File: src/rtl/game_timer_ctrl_pkg.sv
// Shared types and helpers for the game timer: state encoding, BCD digit pair
// and the countdown step used by the timer datapath.
package game_timer_ctrl_pkg;

    typedef enum logic [1:0] {
        IDLE    = 2'd0,
        RUN     = 2'd1,
        PAUSE   = 2'd2,
        EXPIRED = 2'd3
    } state_e;

    localparam logic [3:0] BCD_MAX  = 4'd9;
    localparam logic [3:0] BCD_ZERO = 4'd0;

    typedef struct packed {
        logic [3:0] tens;
        logic [3:0] ones;
    } bcd2_t;

    // Counter width for a modulo-div counter; never narrower than one bit.
    function automatic int cnt_width(input int div);
        return (div > 1) ? $clog2(div) : 1;
    endfunction

    // Two-digit BCD decrement with borrow from tens. Callers never apply it to 00.
    function automatic bcd2_t bcd_dec(input bcd2_t v);
        bcd2_t r;
        r = v;
        if (v.ones == BCD_ZERO) begin
            r.ones = BCD_MAX;
            r.tens = v.tens - 4'd1;
        end else begin
            r.ones = v.ones - 4'd1;
        end
        return r;
    endfunction

endpackage

File: src/rtl/game_timer_ctrl_sec_tick_gen.sv
// One-second prescaler: counts only while enabled, freezes otherwise, and emits
// a registered single-cycle SecTick when it wraps from TICK_DIV-1 to 0.
module sec_tick_gen
    import game_timer_ctrl_pkg::*;
#(
    parameter int TICK_DIV = 50000000
) (
    input  logic Clk,
    input  logic Rst,
    input  logic Count_En,
    input  logic Sync_Clr,
    output logic SecTick
);

    localparam int              CNT_W = cnt_width(TICK_DIV);
    localparam logic [CNT_W-1:0] TERM = CNT_W'(TICK_DIV - 1);

    logic [CNT_W-1:0] cnt_d, cnt_q;
    logic             tick_d, tick_q;

    always_comb begin
        // NOTE: every always_comb output gets a default first so no path can infer a latch.
        cnt_d  = cnt_q;
        tick_d = 1'b0;
        if (Sync_Clr) begin
            cnt_d = '0;
        end else if (Count_En) begin
            if (cnt_q == TERM) begin
                cnt_d  = '0;
                tick_d = 1'b1;
            end else begin
                cnt_d = cnt_q + CNT_W'(1);
            end
        end
    end

    // NOTE: state flops use non-blocking assignments and an asynchronous active-low reset.
    always_ff @(posedge Clk or negedge Rst) begin
        if (!Rst) begin
            cnt_q  <= '0;
            tick_q <= 1'b0;
        end else begin
            cnt_q  <= cnt_d;
            tick_q <= tick_d;
        end
    end

    assign SecTick = tick_q;

endmodule

File: src/rtl/game_timer_ctrl.sv
// Countdown timer and score/timer display select: start/pause/clear FSM,
// two-digit BCD countdown and Enable alternation, all outputs registered.
module game_timer_ctrl
    import game_timer_ctrl_pkg::*;
#(
    parameter int TICK_DIV   = 50000000,
    parameter int START_TENS = 6,
    parameter int START_ONES = 0,
    parameter int TIMER_SHOW = 4,
    parameter int SCORE_SHOW = 2
) (
    input  logic       Clk,
    input  logic       Rst,
    input  logic       Start,
    input  logic       Pause,
    input  logic       Clear,
    output logic [3:0] second,
    output logic [3:0] first,
    output logic       Enable,
    output logic       SecTick,
    output logic       Running,
    output logic       Expired
);

    localparam int               DISP_W    = cnt_width(TIMER_SHOW + SCORE_SHOW);
    localparam logic [DISP_W-1:0] DISP_LAST = DISP_W'(TIMER_SHOW + SCORE_SHOW - 1);
    localparam logic [DISP_W-1:0] DISP_SCORE = DISP_W'(TIMER_SHOW);
    localparam bcd2_t             START_VAL = {4'(START_TENS), 4'(START_ONES)};

    state_e              state_d, state_q;
    bcd2_t               bcd_d, bcd_q;
    logic [DISP_W-1:0]   disp_d, disp_q, disp_inc;
    logic                enable_d, enable_q;
    logic                running_d, running_q;
    logic                expired_d, expired_q;
    logic                sec_tick;
    logic                resync;
    logic                dec_en;
    logic                last_sec;

    // The prescaler restarts on a fresh Start or any Clear, and runs only in RUN.
    assign resync   = Clear || ((state_q == IDLE) && Start);
    assign dec_en   = sec_tick && (state_q == RUN);
    assign last_sec = (bcd_q.tens == BCD_ZERO) && (bcd_q.ones == 4'd1);

    sec_tick_gen #(
        .TICK_DIV (TICK_DIV)
    ) u_sec_tick_gen (
        .Clk      (Clk),
        .Rst      (Rst),
        .Count_En (state_q == RUN),
        .Sync_Clr (resync),
        .SecTick  (sec_tick)
    );

    always_ff @(posedge Clk or negedge Rst) begin
        if (!Rst) begin
            state_q   <= IDLE;
            bcd_q     <= START_VAL;
            disp_q    <= '0;
            enable_q  <= 1'b0;
            running_q <= 1'b0;
            expired_q <= 1'b0;
        end else begin
            state_q   <= state_d;
            bcd_q     <= bcd_d;
            disp_q    <= disp_d;
            enable_q  <= enable_d;
            running_q <= running_d;
            expired_q <= expired_d;
        end
    end

    // Clear beats everything; the tick reaching 00 beats a coincident Pause.
    always_comb begin
        state_d = state_q;
        if (Clear) begin
            state_d = IDLE;
        end else begin
            unique case (state_q)
                IDLE:    if (Start) state_d = RUN;
                RUN: begin
                    if (dec_en && last_sec) state_d = EXPIRED;
                    else if (Pause)         state_d = PAUSE;
                end
                PAUSE:   if (Pause) state_d = RUN;
                EXPIRED: state_d = EXPIRED;
                default: state_d = IDLE;
            endcase
        end
    end

    always_comb begin
        bcd_d    = bcd_q;
        disp_d   = disp_q;
        enable_d = enable_q;
        disp_inc = (disp_q == DISP_LAST) ? '0 : disp_q + DISP_W'(1);
        if (resync) begin
            bcd_d    = START_VAL;
            disp_d   = '0;
            enable_d = 1'b0;
        end else if (dec_en) begin
            bcd_d    = bcd_dec(bcd_q);
            disp_d   = disp_inc;
            enable_d = (disp_inc >= DISP_SCORE);
        end
        if (state_d == EXPIRED) enable_d = 1'b1;
        running_d = (state_d == RUN);
        expired_d = (state_d == EXPIRED);
    end

    assign second  = bcd_q.tens;
    assign first   = bcd_q.ones;
    assign Enable  = enable_q;
    assign SecTick = sec_tick;
    assign Running = running_q;
    assign Expired = expired_q;

endmodule

File: config.mk
export PLATFORM = sky130hd
export DESIGN_NAME = game_timer_ctrl
export DESIGN_NICKNAME = d
export VERILOG_FILES = /design/src/rtl/game_timer_ctrl_pkg.sv /design/src/rtl/game_timer_ctrl_sec_tick_gen.sv /design/src/rtl/game_timer_ctrl.sv
export SDC_FILE = /design/constraint.sdc
export NUM_CORES = 1
export LEC_CHECK = 0
export BUFFER_PORTS_ARGS = -buffer_cell sky130_fd_sc_hd__buf_4
export CAP_MARGIN = 30
export CORE_MARGIN = 2
export CORE_UTILIZATION = 30
export CTS_BUF_LIST = sky130_fd_sc_hd__clkbuf_8
export CTS_CLUSTER_DIAMETER = 50
export DETAILED_ROUTE_END_ITERATION = 12
export PLACE_DENSITY = 0.53
export REMOVE_ABC_BUFFERS = 1
export SYNTH_ARGS = -nofsm -noshare
export SYNTH_HDL_FRONTEND = slang
export SYNTH_HIERARCHICAL = 1
export SYNTH_SLANG_ARGS = --single-unit
export TNS_END_PERCENT = 100
File: constraint.sdc
create_clock -name Clk -period 5.4 [get_ports Clk]
set_input_delay 1.08 -clock Clk [delete_from_list [all_inputs] [get_ports Clk]]
set_output_delay 1.08 -clock Clk [all_outputs]
set_load 0.01 [all_outputs]
==> impl_metrics.ini, run 1 <==
[setup_path]
worstPathCellList = buf_4 > or2b_2 > o21bai_1 > buf_4 > nor2_1 > or4_4 > or4_1 > a21oi_1
ff2ff_path_depth = 7
worstSetupEndpointType = flip-flop
crit_arrival_ns = 3.31
crit_start = Start
r2r_end = u_sec_tick_gen/cnt_q[25]
path_buf_inv = 2
start_kind = primary input
crit_fanout = 20
crit_family = simple AND/OR/NAND/NOR gates
cpMostUsedCell = buf_4
path_class = primary input to flip-flop
critical_path.max_stage_delay_ns = 0.63
r2r_setup_slack_ns = 2.72
cp.required_ns = 5.62
worstReg2RegStart = state_q[1]
cpMaxStageDelayCell = or4_4

[yosys]
ys_async_sr_fraction = 1.000
synth_cell_types = 44
netlist_instances = 242
synth_ff_type = dfrtp_1
synth_warnings = 6
synth_area_um2 = 2313
ys_seq_area_frac = 0.4662
syn_area_per_cell_um2 = 9.560
synth_edf_count = 0
ys_seq_elements = 43

[worst_hold_path]
hold_start = u_sec_tick_gen/cnt_q[25]
min_path_cells = 2
min_to = u_sec_tick_gen/cnt_q[25]
hold_path.class = flip-flop to flip-flop

[status]
status = finished clean

[cts]
h-tree-depth = 2
cts_hold_buf = 0
cts_setup_buffers = 0
cts_sinks = 43
root_buffer = clkbuf_8
cts_tree = built
path_clk_slew_ns = 0.08
clockBufferDepth = 2
clk_latency_ns = 0.29
cts_resized = 0
cts_buffers = 5

[routing]
dr.pass1.iters = 5
drc_errors = 0
vias = 1895
routedWlPerCell_um = 13.40
ant_nets = 0
wl_um = 4852
dr.first_iter.drc_count = 80
drt-vias-per-instance = 5.235

[die]
dieWidth_um = 91.82
num_rows = 32
start_util = 0.3041
io-pin-count = 17
die_height_um = 91.82
core_area_um2 = 7607
dieArea_um2 = 8430

[pwr]
peakVddDrop_mv = 0.09724
power.internal_uw = 424.0
p_leak_nw = 0.9813
power.share.clock = 0.356
combPwrFrac = 0.064
p_per_area_nw_per_um2 = 215.6
p_switching_uw = 141.8
switching_share = 0.2506
report.power.total_uw = 565.8
power_frac_seq = 0.580

[placement]
portBuffers = 16
place_area_um2 = 2539
gp_congestion = 0.8444
placedCellCount = 354
hpwl_um = 3359

[timing]
clock_skew_ns = 0.008867
max_freq_mhz = 323.5
hold_viol_final = 0
slew_viol_final = 0
period_needed_ns = 3.091
slew_headroom = 0.6347
worst_pin_slew_ns = 0.5480
setup_viol = 0
fin_crit_sh = 0.5725
fin_setup_tns_ns = 0
rsz0062_at_grt = false

[cells_and_area]
diodes = 0
syn_to_final_growth_pct = 13.41
fin_util = 0.3449
drive_gt1_frac = 0.1423
final_cells = 362
nFillCells = 796
stdcell_area_um2 = 2624
final_nets = 267

[flow_run]
drv_cap = 0

[global_route]
grt_max_degree = 44
grt_pass1_wl_um = 8590
grtUsageTotal = 0.1240
grt_overflow = 0
antenna_found_initial = 0
first_global_vias = 1847
==> metal layers <==
layer	vias up	GRT usage	share of wire
li1	935	-	-
met1	924	0.1675	0.48
met2	31	0.2016	0.47
met3	5	0.02712	0.036
met4	0	0.03358	0.0080
met5	-	0	0
==> registers in the layout, summed over array words and instances (netlist names) <==
name and cells:
u_sec_tick_gen/cnt_q 26, first 4, second 4, disp_q 3, state_q 2, Enable 1
Expired 1, Running 1, u_sec_tick_gen/SecTick 1
==> through the flow <==
step                      setup slack, ns  hold slack, ns
after floorplan                     1.741          0.5133
after global placement              2.060          0.5316
after detailed placement            2.001          0.5516
after CTS                           2.311          0.5642
after global routing                2.232          0.6036
final                               2.309          0.5567
==> how the worst max path moves through the flow <==
| stage | end | cells past startpoint | slack, ns |
|---|---|---|---|
| after CTS | u_sec_tick_gen/cnt_q[25] | 8 | 2.31 |
| final | u_sec_tick_gen/cnt_q[25] | 8 | 2.31 |
| after global routing | u_sec_tick_gen/cnt_q[25] | 8 | 2.23 |
| after floorplan | u_sec_tick_gen/cnt_q[25] | 6 | 1.74 |
| after global placement | u_sec_tick_gen/cnt_q[25] | 8 | 2.06 |
| after detailed placement | u_sec_tick_gen/cnt_q[25] | 8 | 2.00 |
==> cell usage after synthesis (5+ instances only) <==
master / n / area share
a21oi_1: 21 / 0.045
dfrtp_1: 41 / 0.44
inv_1: 9 / 0.015
nand2_1: 20 / 0.032
nand2b_1: 5 / 0.014
nand3_1: 8 / 0.017
nand4_1: 12 / 0.032
nor2_1: 19 / 0.031
o21ai_0: 14 / 0.030
o31ai_1: 10 / 0.032
or3_1: 9 / 0.024
or4_1: 9 / 0.029
xnor2_1: 8 / 0.030
==> logic make-up after synthesis <==
logic type / count (synthesis) / synth area share
adder cells (fa/ha/maj): 3 / 0.01623
AO/OA/AOI/OAI: 56 / 0.1552
buffers and inverters: 17 / 0.03082
flip-flops: 43 / 0.4662
AND/OR/NAND/NOR: 111 / 0.2861
XOR/XNOR: 12 / 0.04543
==> worst reg2reg max path, stage by stage, from the launching register on <==
cell and delay [ns]:
dfrtp_1 0.44, or2b_2 0.32, o21bai_1 0.14, buf_4 0.26, nor2_1 0.14, or4_4 0.63, or4_1 0.53, a21oi_1 0.15
==> area by class of cell <==
cell class | instances | area, um2 | share of cell area
well taps | 102 | 127.6 | 0.04864
clock inverters | 3 | 16.27 | 0.006199
flip-flops and latches | 43 | 1079 | 0.4111
clock buffers | 5 | 68.82 | 0.02623
inverters | 9 | 33.78 | 0.01288
repair buffers | 18 | 135.1 | 0.05150
multi-input cells | 182 | 1164 | 0.4435
==> cell usage in the layout (no fill, tap or decap), types with 2 or more instances in the layout <==
cell type and instances:
nand2b_1 5, clkbuf_8 5, dfrtp_1 41, nor3_1 4, or4_1 9, inv_1 10, nand4_1 12, ha_1 3
nand4b_1 2, nand3_1 8, buf_4 18, nand3b_1 2, xnor2_1 8, or4_4 2, o31ai_1 10, and2_1 2
nor4_1 4, nand2_1 20, a221oi_2 2, or3_1 9, xor2_1 4, o2111ai_1 3, dfstp_2 2, and4_1 4
a21oi_1 21, o21ai_0 14, nor2_1 19
==> power by group through the flow <==
stage | logic (mW) | clock network, mW | registers [mW]
finish | 0.0363 | 0.201 | 0.328
floorplan | 0.0181 | 0 | 0.334
global placement | 0.0373 | 0 | 0.335
CTS | 0.0374 | 0.213 | 0.328
detailed placement | 0.0374 | 0 | 0.335
global route | 0.0410 | 0.228 | 0.329
(Power assumes the default switching activity.)
==> inputs of run 2 (changes only) <==
--- a/config.mk
+++ b/config.mk
@@ -5,6 +5,7 @@
 export SDC_FILE = /design/constraint.sdc
 export NUM_CORES = 1
 export LEC_CHECK = 0
+export ABC_AREA = 1
 export BUFFER_PORTS_ARGS = -buffer_cell sky130_fd_sc_hd__buf_4
 export CAP_MARGIN = 30
 export CORE_MARGIN = 2
==> constraint.sdc (replaced) <==
create_clock -name Clk -period 3 [get_ports Clk]
set_input_delay 0.6 -clock Clk [delete_from_list [all_inputs] [get_ports Clk]]
set_output_delay 0.6 -clock Clk [all_outputs]
set_load 0.01 [all_outputs]
==> impl_metrics.ini, run 2 <==
[setup_path]
critical_path.max_stage_delay_ns = 0.43
worstReg2RegStart = state_q[0]
crit_arrival_ns = 2.21
ff2ff_path_depth = 11
worstSetupEndpointType = flip-flop
path_class = flip-flop to flip-flop
crit_fanout = 21
r2r_setup_slack_ns = 1.03
cpMaxStageDelayCell = dfrtp_1
worstPathCellList = nor2_2 > a21oi_4 > inv_2 > nor2_4 > inv_2 > nand3_4 > nor2_2 > nand2_1 > nand2_1 > nand3_1 > nor2_1
start_kind = flip-flop
r2r_end = u_sec_tick_gen/cnt_q[21]
cp.required_ns = 3.24

[routing]
met3RoutedLength_um = 256
vias = 2264
drt-vias-per-instance = 4.574
drc_errors = 0
wl_um = 5990
top_layer = met4
wl_met1_um = 2977
ant_nets = 0
wl_met2_um = 2727
dr.first_iter.drc_count = 104
routedWlPerCell_um = 12.10
dr.pass1.iters = 4

[pwr]
peakVddDrop_mv = 0.1519
p_leak_nw = 1.310
report.power.total_mw = 1.087
p_per_area_nw_per_um2 = 366.4

[timing]
hold_viol_final = 0
rsz0062_at_grt = false
fin_crit_sh = 0.6557
slew_headroom = 0.6227
period_needed_ns = 1.967
worst_pin_slew_ns = 0.5660
clock_skew_ns = 0.007460
max_freq_mhz = 508.4
slew_viol_final = 0
worst_slack_ns = 1.033
setup_viol = 0
fin_setup_tns_ns = 0

[yosys]
ys_seq_elements = 43
synthTopCellsByCount = nand2_1, nor2_1, inv_1
ys_async_sr_fraction = 1.000
netlist_instances = 366
netlist.top_cell.by_area = dfrtp_1
ys_seq_area_frac = 0.4056
synth_area_um2 = 2659
synth_cell_types = 31
synth_area_leaders = dfrtp_1, nand2_1, nor2_1
synth_warnings = 6
yosys.area.top_type_share = 0.3859
synth.most_common_cell = nand2_1
synth_ff_type = dfrtp_1
synth_edf_count = 0
syn_area_per_cell_um2 = 7.264

[die]
dieWidth_um = 98.14
die_height_um = 98.14
dieArea_um2 = 9631
start_util = 0.3064
core_area_um2 = 8678
io-pin-count = 17
num_rows = 34

[worst_hold_path]
hold_path.class = primary input to asynchronous set/reset pin

[cts]
root_buffer = clkbuf_8
cts_setup_buffers = 0
cts_hold_buf = 0
h-tree-depth = 2
cts_tree = built
path_clk_slew_ns = 0.09
clk_latency_ns = 0.30
cts_sinks = 43
cts_resized = 0
cts_buffers = 5
clockBufferDepth = 2

[placement]
gp_congestion = 0.8412
portBuffers = 16
pre_cts_ws_ns = 0.8104
hpwl_um = 4485
place_area_um2 = 2882

[status]
status = finished clean

[global_route]
grt_max_degree = 44
antenna_found_initial = 0
grt_overflow = 0
grt_pass1_wl_um = 10290
grtUsageTotal = 0.1318
first_global_vias = 2174

[cells_and_area]
stdcell_area_um2 = 2967
diodes = 0
final_cell_mix = nand2_1, nor2_1, inv_1
regMostFlops = u_sec_tick_gen/cnt_q
fin_util = 0.3418
syn_to_final_growth_pct = 11.58
drive_gt1_frac = 0.1525
final_common_cell = nand2_1
final_nets = 394
largest_reg_flops = 26

[flow_run]
drv_cap = 0
==> run 2: how the worst max path moves through the flow <==
stage,cells after the start,slack (ns),start,endpoint
5_1_grt,11,0.84,state_q[0],u_sec_tick_gen/cnt_q[21]
2_1_floorplan,9,1.14,Start,u_sec_tick_gen/cnt_q[10]
3_3_place_gp,10,0.85,Start,u_sec_tick_gen/cnt_q[10]
4_1_cts,11,1.01,state_q[0],u_sec_tick_gen/cnt_q[21]
3_5_place_dp,10,0.81,Start,u_sec_tick_gen/cnt_q[10]
6_report,11,1.03,state_q[0],u_sec_tick_gen/cnt_q[21]
==> run 2: kinds of logic (layout without fill, tap and decap cells) <==
group                      Yosys count  count (layout)  synth area share
DFF                                 43              43            0.4056
and+or+nand+nor                    223             223            0.3896
xor gates and xnor gates             7               7           0.02306
buffers and inverters               59              80           0.09318
AOI/OAI and AO/OA                   31              31           0.07436
adders and majority gates            3               3           0.01412
==> run 2: area by class of cell <==
type | instances | area (um2)
Clock inverter | 3 | 16.27
Clock buffer | 5 | 68.82
Tap cell | 108 | 135.1
Sequential cell | 43 | 1079
Timing Repair Buffer | 16 | 120.1
Fill cell | 956 | 5712
Multi-Input combinational cell | 264 | 1333
Inverter | 56 | 215.2
==> run 2: power breakdown <==
part / switching [mW] / internal (mW)
sequential: 0.00952 / 0.593
combinational: 0.0843 / 0.0309
clock: 0.210 / 0.160
==> run 2: through the flow <==
stage | hold slack (ns) | instances
after floorplan | 0.3044 | 363
after global placement | 0.4948 | 487
after detailed placement | 0.5043 | 487
after CTS | 0.3180 | 495
after global routing | 0.3307 | 495
final | 0.2954 | 495
==> run 2: metal layers <==
metal / vias up / track usage
met1: 1031 / 0.1775
li1: 1192 / -
met4: 0 / 0.02845
met3: 2 / 0.03364
met2: 39 / 0.2155
met5: - / 0
==> run 2: worst max-delay path, delay by kind of cell (launching register included) <==
| family | cells | cell delay [ns] |
|---|---|---|
| flops | 1 | 0.43 |
| simple gates | 8 | 0.91 |
| buf+inv | 2 | 0.44 |
| compound gates | 1 | 0.13 |
